===== src/rtl/router_fsm_ctrl.sv =====
// Write-side packet control FSM for the 1x3 router: header decode, payload and
// parity load sequencing, full-FIFO stalls and per-port read-timeout recovery.
module router_fsm_ctrl (
    input  logic       clock,
    input  logic       resetn,
    input  logic       pkt_valid,
    input  logic [1:0] data_in,
    input  logic       fifo_full,
    input  logic       fifo_empty_0,
    input  logic       fifo_empty_1,
    input  logic       fifo_empty_2,
    input  logic       soft_reset_0,
    input  logic       soft_reset_1,
    input  logic       soft_reset_2,
    input  logic       parity_done,
    input  logic       low_pkt_valid,
    output logic       detect_add,
    output logic       lfd_state,
    output logic       ld_state,
    output logic       laf_state,
    output logic       full_state,
    output logic       rst_int_reg,
    output logic       write_enb_reg,
    output logic       busy
);

    typedef enum logic [2:0] {
        DECODE_ADDRESS     = 3'd0,
        LOAD_FIRST_DATA    = 3'd1,
        LOAD_DATA          = 3'd2,
        LOAD_PARITY        = 3'd3,
        FIFO_FULL_STATE    = 3'd4,
        LOAD_AFTER_FULL    = 3'd5,
        WAIT_TILL_EMPTY    = 3'd6,
        CHECK_PARITY_ERROR = 3'd7
    } state_t;

    state_t     state;
    logic [1:0] addr_q;
    logic       hdr_empty;
    logic       sel_empty;
    logic       sel_soft_reset;

    // Address 3 selects no port, so it never matches an empty flag or soft reset.
    always_comb begin
        // NOTE: every combinational output gets a default first so no latch is inferred.
        hdr_empty      = 1'b0;
        sel_empty      = 1'b0;
        sel_soft_reset = 1'b0;
        case (data_in)
            2'd0:    hdr_empty = fifo_empty_0;
            2'd1:    hdr_empty = fifo_empty_1;
            2'd2:    hdr_empty = fifo_empty_2;
            default: hdr_empty = 1'b0;
        endcase
        case (addr_q)
            2'd0: begin
                sel_empty      = fifo_empty_0;
                sel_soft_reset = soft_reset_0;
            end
            2'd1: begin
                sel_empty      = fifo_empty_1;
                sel_soft_reset = soft_reset_1;
            end
            2'd2: begin
                sel_empty      = fifo_empty_2;
                sel_soft_reset = soft_reset_2;
            end
            default: begin
                sel_empty      = 1'b0;
                sel_soft_reset = 1'b0;
            end
        endcase
    end

    always_ff @(posedge clock) begin
        // NOTE: sequential state uses non-blocking assignments only, so every
        // register samples pre-edge values regardless of statement order.
        if (!resetn) begin
            state  <= DECODE_ADDRESS;
            addr_q <= 2'd0;
        end else begin
            if (state == DECODE_ADDRESS && pkt_valid)
                addr_q <= data_in;

            if (state != DECODE_ADDRESS && sel_soft_reset) begin
                state <= DECODE_ADDRESS;
            end else begin
                case (state)
                    DECODE_ADDRESS: begin
                        if (pkt_valid && data_in != 2'd3)
                            state <= hdr_empty ? LOAD_FIRST_DATA : WAIT_TILL_EMPTY;
                    end
                    WAIT_TILL_EMPTY: begin
                        if (sel_empty)
                            state <= LOAD_FIRST_DATA;
                    end
                    LOAD_FIRST_DATA: state <= LOAD_DATA;
                    LOAD_DATA: begin
                        // A full FIFO must be serviced before the packet can close.
                        if (fifo_full)
                            state <= FIFO_FULL_STATE;
                        else if (!pkt_valid)
                            state <= LOAD_PARITY;
                    end
                    FIFO_FULL_STATE: begin
                        if (!fifo_full)
                            state <= LOAD_AFTER_FULL;
                    end
                    LOAD_AFTER_FULL: begin
                        if (parity_done)
                            state <= DECODE_ADDRESS;
                        else if (low_pkt_valid)
                            state <= LOAD_PARITY;
                        else
                            state <= LOAD_DATA;
                    end
                    LOAD_PARITY: state <= CHECK_PARITY_ERROR;
                    CHECK_PARITY_ERROR: begin
                        state <= fifo_full ? FIFO_FULL_STATE : DECODE_ADDRESS;
                    end
                    default: state <= DECODE_ADDRESS;
                endcase
            end
        end
    end

    // Moore outputs: pure decode of the state register.
    assign detect_add    = (state == DECODE_ADDRESS);
    assign lfd_state     = (state == LOAD_FIRST_DATA);
    assign ld_state      = (state == LOAD_DATA);
    assign laf_state     = (state == LOAD_AFTER_FULL);
    assign full_state    = (state == FIFO_FULL_STATE);
    assign rst_int_reg   = (state == CHECK_PARITY_ERROR);
    assign write_enb_reg = (state == LOAD_DATA) || (state == LOAD_PARITY) ||
                           (state == LOAD_AFTER_FULL);
    assign busy          = !((state == DECODE_ADDRESS) || (state == LOAD_DATA));

endmodule


===== config.mk =====
export PLATFORM = sky130hd
export DESIGN_NAME = router_fsm_ctrl
export DESIGN_NICKNAME = d
export VERILOG_FILES = /design/src/rtl/router_fsm_ctrl.sv
export SDC_FILE = /design/constraint.sdc
export NUM_CORES = 1
export LEC_CHECK = 0
export ABC_AREA = 1
export CAP_MARGIN = 20
export CORE_AREA = 2 2 39 41
export CTS_BUF_LIST = sky130_fd_sc_hd__clkbuf_8
export DETAILED_ROUTE_END_ITERATION = 10
export DIE_AREA = 0 0 41 43
export PLACE_DENSITY = 0.7
export SLEW_MARGIN = 10
export SYNTH_ARGS = -nofsm -noshare
export SYNTH_HDL_FRONTEND = slang
export SYNTH_SLANG_ARGS = --single-unit
export TNS_END_PERCENT = 100

===== constraint.sdc =====
create_clock -name clock -period 1.3 [get_ports clock]
set_clock_uncertainty 0.05 [all_clocks]
set_input_delay 0.39 -clock clock [delete_from_list [all_inputs] [get_ports clock]]
set_output_delay 0.39 -clock clock [all_outputs]
set_load 0.03 [all_outputs]

==> results.sh <==
export IMPL_setup_slack_ns=-0.1683
export IMPL_holdPathStages=2
export IMPL_switchingPower_uw=1307
export IMPL_cts_sinks=5
export IMPL_dieArea_um2=1763
export IMPL_placed_cell_area_um2=787.0
export IMPL_grt_pass1_vias=595
export IMPL_p_per_area_nw_per_um2=2872
export IMPL_wirelength_mm=1.360
export IMPL_grt_max_degree=9
export IMPL_place_gp_congestion=0.7657
export IMPL_diodes=0
export IMPL_cp_end_kind="output port"
export IMPL_min_path_type="flop to flop"
export IMPL_antenna_found_initial=0
export IMPL_final_hold_viol_count=0
export IMPL_die_y_um=43
export IMPL_synth_top_area_share_pct=20.00
export IMPL_post_drt_wl_per_cell_um=9.927
export IMPL_rsz0062_at_grt="true"
export IMPL_status="finished with violations"
export IMPL_swShare_pct=49.03
export IMPL_worstSetupPathType="flop to output port"
export IMPL_dp_hpwl_mm=1.061
export IMPL_drcViolationCount=0
export IMPL_die_x_um=41
export IMPL_synth_seq_cells=5
export IMPL_initial_core_util_pct=36.17
export IMPL_ios=22
export IMPL_num_vias=661
export IMPL_overflow=0
export IMPL_crit_fanout=5
export IMPL_core_area_um2=1384
export IMPL_required_ns=0.86
export IMPL_drv_cap=0
export IMPL_synthArstFlopShare_pct=0
export IMPL_drive_above_1_share_pct=40.50
export IMPL_violations="setup timing"
export IMPL_cts_buffers=3
export IMPL_synthesis_nets=98
export IMPL_p_total_uw=2666
export IMPL_p_leak_uw=0.0004709
export IMPL_clockBufferDepth=2
export IMPL_p_comb_share_pct=76.2
export IMPL_clockPowerShare_pct=10.1
export IMPL_synth_edf_count=0
export IMPL_final_area_um2=928.4
export IMPL_clockRootBuffer="clkbuf_8"
export IMPL_ir_worst_vdd_uv=1843
export IMPL_grt_pass1_wl_mm=2.221
export IMPL_rr_worst_depth=9
export IMPL_yosysUniqueCellTypes=18
export IMPL_setup_viol=9
export IMPL_syn_inst=84
export IMPL_synth_top_cell_by_area="dfxtp_1"
export IMPL_cts_tree="yes"
export IMPL_first_pass_iters=4
export IMPL_fmax_mhz=681.1
export IMPL_cts_htree_levels=1
export IMPL_tightest_slew_ns=0.2063
export IMPL_drtAntennaViolNets=0
export IMPL_clock_latency_ns=0.21
export IMPL_yosysSeqAreaShare_pct=20.00
export IMPL_viasPerCell=4.825
export IMPL_synth_avg_cell_area_um2=5.958
export IMPL_crit_path_start_kind="flop"
export IMPL_rows=14
export IMPL_finalNetCount=136
export IMPL_clkTransAtPathRegs_ns=0.04
export IMPL_ys_warn_count=0
export IMPL_seqPwrFrac_pct=13.7
export IMPL_p_int_uw=1359
export IMPL_initialDrtViolationCount=18
export IMPL_critPathArrivalTime_ns=1.03
export IMPL_syn2layout_area_growth_pct=85.50
export IMPL_period_share_pct=112.9
export IMPL_regToRegSetupSlack_ns=-0.01
export IMPL_gr_usage_all_layers_pct=17.89
export IMPL_final_max_slew_viol_count=0
export IMPL_slew_limit_headroom_pct=86.19
export IMPL_ys_top_cells_by_area="dfxtp_1 (20%), nand3_1 (18%), nand2_1 (11%)"
export IMPL_final_common_cell="nand3_1"
export IMPL_min_period_ns=1.468
export IMPL_syn_area_um2=500.5
export IMPL_cts_hold_buffers=0
export IMPL_final_cell_mix="nand3_1 (15), nand2_1 (14), buf_4 (12), inv_1 (11), buf_6 (9)"
export IMPL_io_buffers=21
export IMPL_synthFlopType="dfxtp_1"
-- power by group through the flow --
stage               clock (µW)  sequential (µW)  combinational [µW]
floorplan                    0              306                1140
global placement             0              319                1680
CTS                        275              345                1960
finish                     270              366                2030
detailed placement           0              318                1690
global route               279              376                2220
-- per-stage QoR --
step / setup slack [ns] / utilization [%] / hold slack [ns] / instances / TNS, ns
final: -0.1683 / 67.09 / 0.5215 / 137 / -1.101
after global routing: -0.2258 / 67.09 / 0.5409 / 137 / -1.657
after CTS: -0.1640 / 65.37 / 0.5216 / 137 / -1.173
after detailed placement: -0.3330 / 56.87 / 0.5122 / 129 / -1.187
after global placement: -0.3083 / 56.87 / 0.5077 / 129 / -1.144
after floorplan: 0.01639 / - / 0.4635 / 84 / 0
-- path summary, 6_finish.rpt --
check | startpoint | to
hold reg to reg | addr_q[1] | addr_q[1]
setup reg to reg | state[0] | state[1]
setup / recovery | state[2] | write_enb_reg
hold / removal | addr_q[1] | addr_q[1]
-- cell families after synthesis --
| kind of cell | synth area share (%) |
|---|---|
| simple gates | 54.50 |
| compound gates | 11.50 |
| flops | 20.00 |
| buf+inv | 14.00 |
-- per-layer routing --
layer | wire (µm) | vias up | track usage (%)
met5 | 0 | - | 0
met3 | 71 | 0 | 3.141
li1 | - | 347 | -
met2 | 731 | 23 | 30.94
met1 | 557 | 291 | 21.61
met4 | 0 | 0 | 4.000
-- Yosys cell counts (2+ instances only) --
cell type,n
nor2_1,6
nor2_4,3
nand2_2,3
nand2_1,15
a21oi_1,5
dfxtp_1,5
o21ai_0,5
nor2_2,2
nand4_1,2
inv_1,13
nand3_1,18
-- registers in the layout, indices dropped and copies added (netlist names) --
register and flops:
state 3, addr_q 2
-- worst max-delay path, cell delays in order (launching register included) --
cell	delay [ns]
dfxtp_4	0.37
buf_6	0.12
nand3_1	0.10
nand2_1	0.09
buf_6	0.13
-- repair_timing --
action,4_1_cts,5_1_grt
resized for setup,23,10
endpoints found under the setup margin,11,12
buffers inserted,4,0
pin swaps,7,1
-- final cells by class --
type | count | area [µm²]
repair buffers | 34 | 312.8
flip-flops and latches | 5 | 108.9
multi-input cells | 63 | 375.4
clock inverters | 1 | 3.754
well taps | 16 | 20.02
fillers | 133 | 455.4
inverters | 15 | 66.31
clock buffers | 3 | 41.29
No activity file was read; power rests on OpenSTA's default activity.
